**config.mk**
```make
export PLATFORM = sky130hd
export DESIGN_NAME = game_flow_sequencer
export DESIGN_NICKNAME = d
export VERILOG_FILES = /design/src/rtl/game_flow_sequencer.sv
export SDC_FILE = /design/constraint.sdc
export NUM_CORES = 1
export LEC_CHECK = 0
export CAP_MARGIN = 20
export CELL_PAD_IN_SITES_DETAIL_PLACEMENT = 1
export CELL_PAD_IN_SITES_GLOBAL_PLACEMENT = 2
export CORE_AREA = 3 3 104 106
export CTS_CLUSTER_SIZE = 20
export DETAILED_ROUTE_END_ITERATION = 16
export DIE_AREA = 0 0 107 109
export GPL_TIMING_DRIVEN = 0
export PLACE_DENSITY_LB_ADDON = 0.1
export SLEW_MARGIN = 10
export SYNTH_ARGS = -nofsm -noshare
export SYNTH_HDL_FRONTEND = slang
export SYNTH_SLANG_ARGS = --single-unit
export TNS_END_PERCENT = 10
```
**constraint.sdc**
```tcl
create_clock -name clk -period 2.63 [get_ports clk]
set_input_delay 0.526 -clock clk [delete_from_list [all_inputs] [get_ports clk]]
set_output_delay 0.526 -clock clk [all_outputs]
set_load 0.01 [all_outputs]
```
**src/rtl/game_flow_sequencer.sv**
```systemverilog
// Battle-screen turn sequencer (MENU -> PLAYER -> ENEMY rounds, WIN) plus the
// game-over animation timeline (idle, heart split, heart fall, text fade).
module game_flow_sequencer #(
    parameter int unsigned IDLE_CYCLES  = 65_000_000,
    parameter int unsigned SPLIT_CYCLES = 130_000_000,
    parameter int unsigned FALL_CYCLES  = 65_000_000,
    parameter int unsigned FADE_FRAMES  = 32,
    parameter int unsigned MAX_ROUNDS   = 8
) (
    input  logic        clk,
    input  logic        rst,
    input  logic        menu_done,
    input  logic        player_done,
    input  logic        enemy_done,
    input  logic        game_over_in,
    input  logic        new_frame,
    input  logic        restart_in,
    output logic [3:0]  state_out,
    output logic [2:0]  phase_out,
    output logic        round_rst_out,
    output logic        divided_out,
    output logic        fall_valid_out,
    output logic [11:0] font_color_out,
    output logic [7:0]  round_count_out
);

    typedef enum logic [3:0] {
        ST_MENU   = 4'b0000,
        ST_PLAYER = 4'b0001,
        ST_ENEMY  = 4'b1000,
        ST_WIN    = 4'b0010,
        ST_OVER   = 4'b1111
    } state_t;

    typedef enum logic [1:0] {
        PH_IDLE  = 2'd0,
        PH_SPLIT = 2'd1,
        PH_FALL  = 2'd2,
        PH_FADE  = 2'd3
    } phase_t;

    localparam int unsigned MAX_AB  = (IDLE_CYCLES > SPLIT_CYCLES) ? IDLE_CYCLES : SPLIT_CYCLES;
    localparam int unsigned MAX_DUR = (MAX_AB > FALL_CYCLES) ? MAX_AB : FALL_CYCLES;
    localparam int unsigned TIMER_W = (MAX_DUR > 1) ? $clog2(MAX_DUR) : 1;
    localparam int unsigned FRAME_W = (FADE_FRAMES > 1) ? $clog2(FADE_FRAMES) : 1;

    localparam logic [TIMER_W-1:0] IDLE_LAST  = TIMER_W'(IDLE_CYCLES - 1);
    localparam logic [TIMER_W-1:0] SPLIT_LAST = TIMER_W'(SPLIT_CYCLES - 1);
    localparam logic [TIMER_W-1:0] FALL_LAST  = TIMER_W'(FALL_CYCLES - 1);
    localparam logic [FRAME_W-1:0] FADE_LAST  = FRAME_W'(FADE_FRAMES - 1);

    state_t               state_q, state_d;
    phase_t               phase_q, phase_d;
    logic [TIMER_W-1:0]   timer_q, timer_d;
    logic [FRAME_W-1:0]   frame_q, frame_d;
    logic [3:0]           grey_q, grey_d;
    logic [7:0]           rounds_q, rounds_d;
    logic                 divided_q, divided_d;
    logic                 fall_q, fall_d;
    logic                 round_rst_q, round_rst_d;
    logic                 menu_q, player_q, enemy_q, over_q;

    logic menu_rise, player_rise, enemy_rise, over_rise;
    logic restart_ok;
    logic last_round;

    assign menu_rise   = menu_done    & ~menu_q;
    assign player_rise = player_done  & ~player_q;
    assign enemy_rise  = enemy_done   & ~enemy_q;
    assign over_rise   = game_over_in & ~over_q;

    assign restart_ok = restart_in &&
                        ((state_q == ST_OVER && phase_q == PH_FADE && grey_q == 4'hF) ||
                         state_q == ST_WIN);
    assign last_round = ({1'b0, rounds_q} + 9'd1) == 9'(MAX_ROUNDS);

    // NOTE: sequential state uses non-blocking assignments so every register
    // samples pre-edge values, independent of statement order.
    always_ff @(posedge clk) begin
        if (rst) begin
            state_q     <= ST_MENU;
            phase_q     <= PH_IDLE;
            timer_q     <= '0;
            frame_q     <= '0;
            grey_q      <= '0;
            rounds_q    <= '0;
            divided_q   <= 1'b0;
            fall_q      <= 1'b0;
            round_rst_q <= 1'b0;
            menu_q      <= 1'b0;
            player_q    <= 1'b0;
            enemy_q     <= 1'b0;
            over_q      <= 1'b0;
        end else begin
            state_q     <= state_d;
            phase_q     <= phase_d;
            timer_q     <= timer_d;
            frame_q     <= frame_d;
            grey_q      <= grey_d;
            rounds_q    <= rounds_d;
            divided_q   <= divided_d;
            fall_q      <= fall_d;
            round_rst_q <= round_rst_d;
            menu_q      <= menu_done;
            player_q    <= player_done;
            enemy_q     <= enemy_done;
            over_q      <= game_over_in;
        end
    end

    // NOTE: every variable gets a default before any branch so no path leaves
    // it unassigned, which would otherwise infer a latch.
    always_comb begin
        state_d     = state_q;
        phase_d     = phase_q;
        timer_d     = timer_q;
        frame_d     = frame_q;
        grey_d      = grey_q;
        rounds_d    = rounds_q;
        divided_d   = divided_q;
        fall_d      = fall_q;
        round_rst_d = 1'b0;

        if (restart_ok) begin
            state_d     = ST_MENU;
            phase_d     = PH_IDLE;
            timer_d     = '0;
            frame_d     = '0;
            grey_d      = '0;
            rounds_d    = '0;
            divided_d   = 1'b0;
            fall_d      = 1'b0;
            round_rst_d = 1'b1;
        end else if (state_q == ST_OVER) begin
            unique case (phase_q)
                PH_IDLE: begin
                    if (timer_q == IDLE_LAST) begin
                        phase_d   = PH_SPLIT;
                        timer_d   = '0;
                        divided_d = 1'b1;
                    end else begin
                        timer_d = timer_q + TIMER_W'(1);
                    end
                end
                PH_SPLIT: begin
                    if (timer_q == SPLIT_LAST) begin
                        phase_d = PH_FALL;
                        timer_d = '0;
                        fall_d  = 1'b1;
                    end else begin
                        timer_d = timer_q + TIMER_W'(1);
                    end
                end
                PH_FALL: begin
                    if (timer_q == FALL_LAST) begin
                        phase_d = PH_FADE;
                        timer_d = '0;
                    end else begin
                        timer_d = timer_q + TIMER_W'(1);
                    end
                end
                PH_FADE: begin
                    if (new_frame) begin
                        if (frame_q == FADE_LAST) begin
                            frame_d = '0;
                            if (grey_q != 4'hF) grey_d = grey_q + 4'd1;
                        end else begin
                            frame_d = frame_q + FRAME_W'(1);
                        end
                    end
                end
                default: ;
            endcase
        end else if (state_q != ST_WIN) begin
            // Only the highest-priority rise is considered; it may still be ignored.
            if (over_rise) begin
                state_d   = ST_OVER;
                phase_d   = PH_IDLE;
                timer_d   = '0;
                frame_d   = '0;
                grey_d    = '0;
                divided_d = 1'b0;
                fall_d    = 1'b0;
            end else if (enemy_rise) begin
                if (state_q == ST_ENEMY) begin
                    rounds_d = (rounds_q == 8'hFF) ? rounds_q : rounds_q + 8'd1;
                    if (last_round) begin
                        state_d = ST_WIN;
                    end else begin
                        state_d     = ST_MENU;
                        round_rst_d = 1'b1;
                    end
                end
            end else if (player_rise) begin
                if (state_q == ST_PLAYER) state_d = ST_ENEMY;
            end else if (menu_rise) begin
                if (state_q == ST_MENU) state_d = ST_PLAYER;
            end
        end
    end

    assign state_out       = state_q;
    assign phase_out       = {1'b0, phase_q};
    assign round_rst_out   = round_rst_q;
    assign divided_out     = divided_q;
    assign fall_valid_out  = fall_q;
    assign font_color_out  = {grey_q, grey_q, grey_q};
    assign round_count_out = rounds_q;

endmodule
```
Word-level counts from Yosys, hierarchy flattened
Cells that the tools add are included.
{"block": "classes", "multipliers": 0, "n_shift": 0, "bitwise_logic": 11, "eq_ne": 30, "div_mod_pow": 0, "mux": 49, "n_addsub": 5, "n_reduce_logical": 20, "magnitude_cmp": 0}
{"op": "27-bit two-way mux", "n": 5}
{"op": "4-bit two-way mux", "n": 14}
{"op": "27-bit one-hot mux with 2 select lines", "n": 1}
{"op": "5-bit two-way mux", "n": 6}
{"op": "27-bit by 1-bit adder with 27-bit output (second input constant)", "n": 1}
{"op": "27-bit by 26-bit equality test with 1-bit output (second input constant)", "n": 1}
{"op": "27-bit equality test (second input constant)", "n": 1}
{"op": "6-bit AND reduction", "n": 4}
{"op": "1-bit two-way mux", "n": 15}
{"op": "2-bit two-way mux", "n": 7}
{"op": "4-bit equality test (second input constant)", "n": 3}
{"op": "2-bit by 1-bit inequality test with 1-bit output (second input constant)", "n": 6}
{"op": "4-bit AND reduction", "n": 3}
{"op": "8-bit by 1-bit adder with 9-bit output (second input constant)", "n": 1}
{"op": "9-bit by 4-bit equality test with 1-bit output (second input constant)", "n": 1}
{"op": "3-bit inequality test (second input constant)", "n": 3}
{"op": "8-bit by 1-bit adder with 8-bit output (second input constant)", "n": 1}
{"op": "8-bit equality test (second input constant)", "n": 1}
{"op": "4-bit by 1-bit inequality test with 1-bit output (second input constant)", "n": 2}
{"op": "4-bit nonzero test", "n": 2}
{"op": "1-bit NOT", "n": 7}
{"op": "2-bit one-hot mux with 3 select lines", "n": 1}
{"op": "5-bit by 1-bit adder with 5-bit output (second input constant)", "n": 1}
{"op": "5-bit equality test (second input constant)", "n": 1}
{"op": "18 further kinds", "n": 27}
{"block": "totals", "mem_bits_ro": 0, "wordCells": 128, "reg_bits": 57, "ram_bits": 0, "inputBits": 8, "output_inout_bits": 30, "latchBits": 0, "n_memories": 0}

Longest topological paths before layout
{"block": "depth", "word_depth": 9, "ltp_mapped": 9, "ltp_nobuf": 8}

Worst setup path after synthesis
OpenSTA, ideal clock, no wires.
{"block": "synth_timing", "path_kind": "reg-to-reg", "start": "register phase_q[0]", "end": "register timer_q[26]", "path_stages_with_launch": 10, "slack_ns": 0.522, "synth_period_minus_slack_ns": 2.108, "t_arrival_ns": 1.993, "n_path_buf": 1, "t_required_ns": 2.515, "setup_ns": 0.115, "cell_sequence": "dfxtp_1 -> inv_1 -> ha_1 -> nor2_1 -> inv_1 -> nor4_1 -> nor3_2 -> o21ai_4 -> buf_4 -> nor2_1"}
{"block": "synth_between", "elab_chain_len": 6, "word_cells_on_any_way": 14, "classes_between": "eq/ne (4); mux (2); reduce/logical (8)"}
{"item": "from (decl)", "line": "53", "rtl": "phase_t phase_q, phase_d;"}
{"item": "from (signal assigned)", "line": "96", "rtl": "phase_q <= phase_d;"}
{"item": "branches (longest 6 deep; another with 3-bit by 2-bit inequality test with 1-bit output)"}
{"item": "to (signal assigned)", "line": "97", "rtl": "timer_q <= timer_d;"}
{"item": "to (decl)", "line": "54", "rtl": "logic [TIMER_W-1:0] timer_q, timer_d;"}
Parallel ways; which one is timed is not known.
A chain may end at the register's enable or synchronous reset.

Worst setup path in the final report
{"block": "layout_timing", "start": "input game_over_in", "end": "register timer_q[21]"}
{"block": "layout_between", "elab_chain_len": 3}
{"item": "from (decl)", "line": "15", "rtl": "input logic game_over_in,"}
{"item": "1-bit AND", "line": "70", "rtl": "assign over_rise = game_over_in & ~over_q;"}
{"item": "2-bit nonzero test (no source line)"}
{"item": "3-bit AND reduction (no source line)"}
No other way between the ends.

==> out/metrics.yaml <==
final_nets: 465
number_of_i_o_pins: 38
period_share: 0.970
synth.yosys.seq_area_share: 0.353
area_delta_synth_final_pct: 22.9
final.fill_count: 1207
cts_tree: "built"
setup_violations: 0
fp.coreArea_um2: 9860
post_route_hold_slack_ns: 0.445
gp_congestion: 0.744
slew_headroom: 0.490
maximum_clock_frequency_mhz: 392
cpLargestDelayFamily: "simple AND/OR/NAND/NOR gates"
number_of_global_route_vias_before_repair: 3148
yosys_register_bits: 57
route.detailed.vias_per_inst: 5.17
cts_sinks: 57
timing.critical_path.arrival_ns: 2.82
timing.critical_path.slowest_cell_delay_ns: 0.56
startpoint_type: "input port"
average_size_of_a_mapped_cell_um2: 8.09
postCtsResizedCells: 0
summed_instance_area_of_the_synthesized_netlist_um2: 3240
outcome: "finished clean"
hold_viol: 0
hold_class: "reg -> reg"
net-switching-power_mw: 0.471
timing.critical_path.cells: "clkdlybuf4s50_1, nor2b_1, buf_2, a21oi_1, nor3_2, nand2_1, or3_1, a21oi_1"
finalWirelength_mm: 9.22
dr_total_vias: 3019
clk_latency_ns: 0.34
timing_max_transition_violations_final: 0
report.power.total_mw: 1.90
buffer_ports.inserted: 36
cp.required_ns: 2.90
final_util: 0.403
fin_tns_setup_ns: 0
num_antenna_cells: 0
critPathBufInv: 2
maxCapViolCount: 0
cts_inserted_buffers: 9
design.die.area_um2: 11700
ys_dominant_reg_cell: "dfxtp_1"
post_dp_cell_area_um2: 3760
largest_fanout_on_the_critical_path: 9
synth-edff-count: 0
vdd.ir_drop.worst_mv: 0.201
final_area_um2: 3980
power.sequential.fraction: 0.470
dieHeight_um: 109
actual_slew_at_the_worst_max_slew_pin_ns: 0.758
end_kind: "flop"
ctsHtreeMaxLevel: 3
yosys.cell_types.count: 55
p_per_area_nw_per_um2: 478
start_util: 0.328
die_width_um: 107
antenna_found_initial: 0
rsz0062_at_grt: "true"
finalWorstPathRequiredPeriod_ns: 2.55
drt-pass1-iter-count: 4
remaining_drc_errors: 0
syn-instance-count: 400
ys_async_rst_share: 0
gr-total-overflow: 0
count_of_synthesis_stage_warnings_from_yosys: 0
post_route_cells_drive_above_1_share: 0.115
setup.worst_path.class: "in -> reg"
combPwrFrac: 0.095
grt_first_pass_wirelength_mm: 15.5
placementRows: 36
synth.net_count: 418
hpwl_mm: 7.04
path_common_cell: "a21oi_1"
power.clock.fraction: 0.436
worst_path_max_delay_cell: "nor3_2"
grt_usage: 0.168
drt_iter0_markers: 91
routedWlPerCell_um: 15.8
grt_max_degree: 11
p_leak_nw: 1.39
clkTransAtPathRegs_ns: 0.06
cellInternalPower_mw: 1.43
power_switching_share: 0.248
ctsHoldBuffers: 0
clock_tree.root_cell: "clkbuf_8"
clock-skew-final_ns: 0.00777
postRouteAntennaNets: 0
clock_tree.buffer_depth: 2
postCtsSetupRepairBufs: 0
==> flip-flops by register name (all words and copies together), names as in the netlist <==
name             flops
player_q             1
timer_q             27
round_count_out      8
over_q               1
grey_q               4
enemy_q              1
round_rst_out        1
menu_q               1
divided_out          1
state_out            4
fall_valid_out       1
phase_q              2
frame_q              5
==> power groups by stage <==
stage	Sequential (mW)	Clock, mW	Combinational [mW]
2_1_floorplan	0.913	0	0.107
3_3_place_gp	0.912	0	0.181
3_5_place_dp	0.913	0	0.183
4_1_cts	0.893	0.854	0.184
5_1_grt	0.896	0.887	0.199
6_report	0.894	0.829	0.180
==> stage by stage <==
step | worst slack (ns) | instances
after detailed placement | -0.283 | 569
after floorplan | 0.522 | 400
after CTS | 0.0595 | 584
after global placement | -0.265 | 569
after global routing | -0.115 | 584
final | 0.0790 | 584
==> worst paths after layout <==
| check | from | to | slack, ns | cells after the start |
|---|---|---|---|---|
| setup / recovery | game_over_in | timer_q[21]$_SDFFE_PP0P_ | 0.08 | 8 |
| hold / removal | divided_out$_SDFFE_PP0P_ | divided_out$_SDFFE_PP0P_ | 0.44 | 2 |
| setup reg to reg | timer_q[0]$_SDFFE_PP0P_ | timer_q[10]$_SDFFE_PP0P_ | 0.12 | 8 |
| hold reg to reg | divided_out$_SDFFE_PP0P_ | divided_out$_SDFFE_PP0P_ | 0.44 | 2 |
==> area by class of cell <==
type,count,area [µm²],share of cell area
inverters,9,33.8,0.00849
plain buffers,24,164,0.0412
well taps,133,166,0.0418
clock buffers,12,155,0.0390
multi-input cells,310,1920,0.482
flip-flops and latches,57,1140,0.287
clock inverters,3,40.0,0.0101
repair buffers,36,360,0.0906
==> cells in the final DEF (no fill, tap or decap), drive strengths merged, types with 3 or more instances in the layout <==
master	Yosys	final
a21oi	22	22
a31oi	8	8
and2	3	3
and3	9	9
and4	4	4
and4b	3	3
buf	19	19
clkbuf	5	17
clkdlybuf4s50	0	36
dfxtp	57	57
ha	10	10
inv	9	9
mux2i	5	5
nand2	37	37
nand2b	4	4
nand3	33	33
nand4	17	17
nor2	59	59
nor2b	8	8
nor3	13	13
nor4	6	6
nor4b	5	5
o21ai	14	14
or3	5	5
xnor2	10	10
xor2	12	12
==> synth_stat cells, types with 2 or more instances <==
cell	count	area (µm²)
and4b_1	3	30.0
xor2_1	12	105
mux2i_1	5	50.1
buf_2	5	25.0
nor4_1	5	31.3
and3_1	8	50.1
or2_2	2	12.5
and2_1	3	18.8
nand3_1	32	160
nor3_2	2	20.0
buf_6	4	45.0
nor3_1	11	55.1
clkbuf_1	5	18.8
nand2_1	37	139
nor2_1	59	221
nor3b_1	2	15.0
nand4_1	16	100
nor4b_1	4	35.0
inv_1	9	33.8
a31oi_2	2	25.0
or3_1	5	31.3
a31oi_1	6	37.5
dfxtp_1	57	1140
xnor2_1	10	87.6
nand4b_1	2	17.5
nand2b_1	4	25.0
a21o_1	2	15.0
buf_4	10	75.1
o21ai_0	13	65.1
ha_1	10	125
a21oi_1	22	110
and4_1	3	26.3
nor2b_1	8	50.1
==> routing by layer <==
layer,up-vias,GRT usage,routed length [µm]
li1,1506,-,-
met1,1452,0.225,4760
met2,50,0.270,4040
met3,11,0.0373,306
met4,0,0.0502,119
met5,-,0,0
==> kinds of logic (layout without fill, tap and decap cells) <==
group / after synthesis / count (layout) / share of synthesized area
AO/OA/AOI/OAI: 55 / 55 / 0.109
XOR/XNOR: 22 / 22 / 0.0595
adder cells (fa/ha/maj): 10 / 10 / 0.0387
buffers and inverters: 33 / 84 / 0.0611
flip-flops: 57 / 57 / 0.353
multiplexers: 6 / 6 / 0.0189
other: 1 / 1 / 0.00116
AND/OR/NAND/NOR: 216 / 216 / 0.359
==> worst min-delay path: stages (launching register included) <==
cell	delay, ns
dfxtp_1	0.31
inv_1	0.05
a21oi_1	0.05
Note: power is estimated with default switching activity, not from simulation.
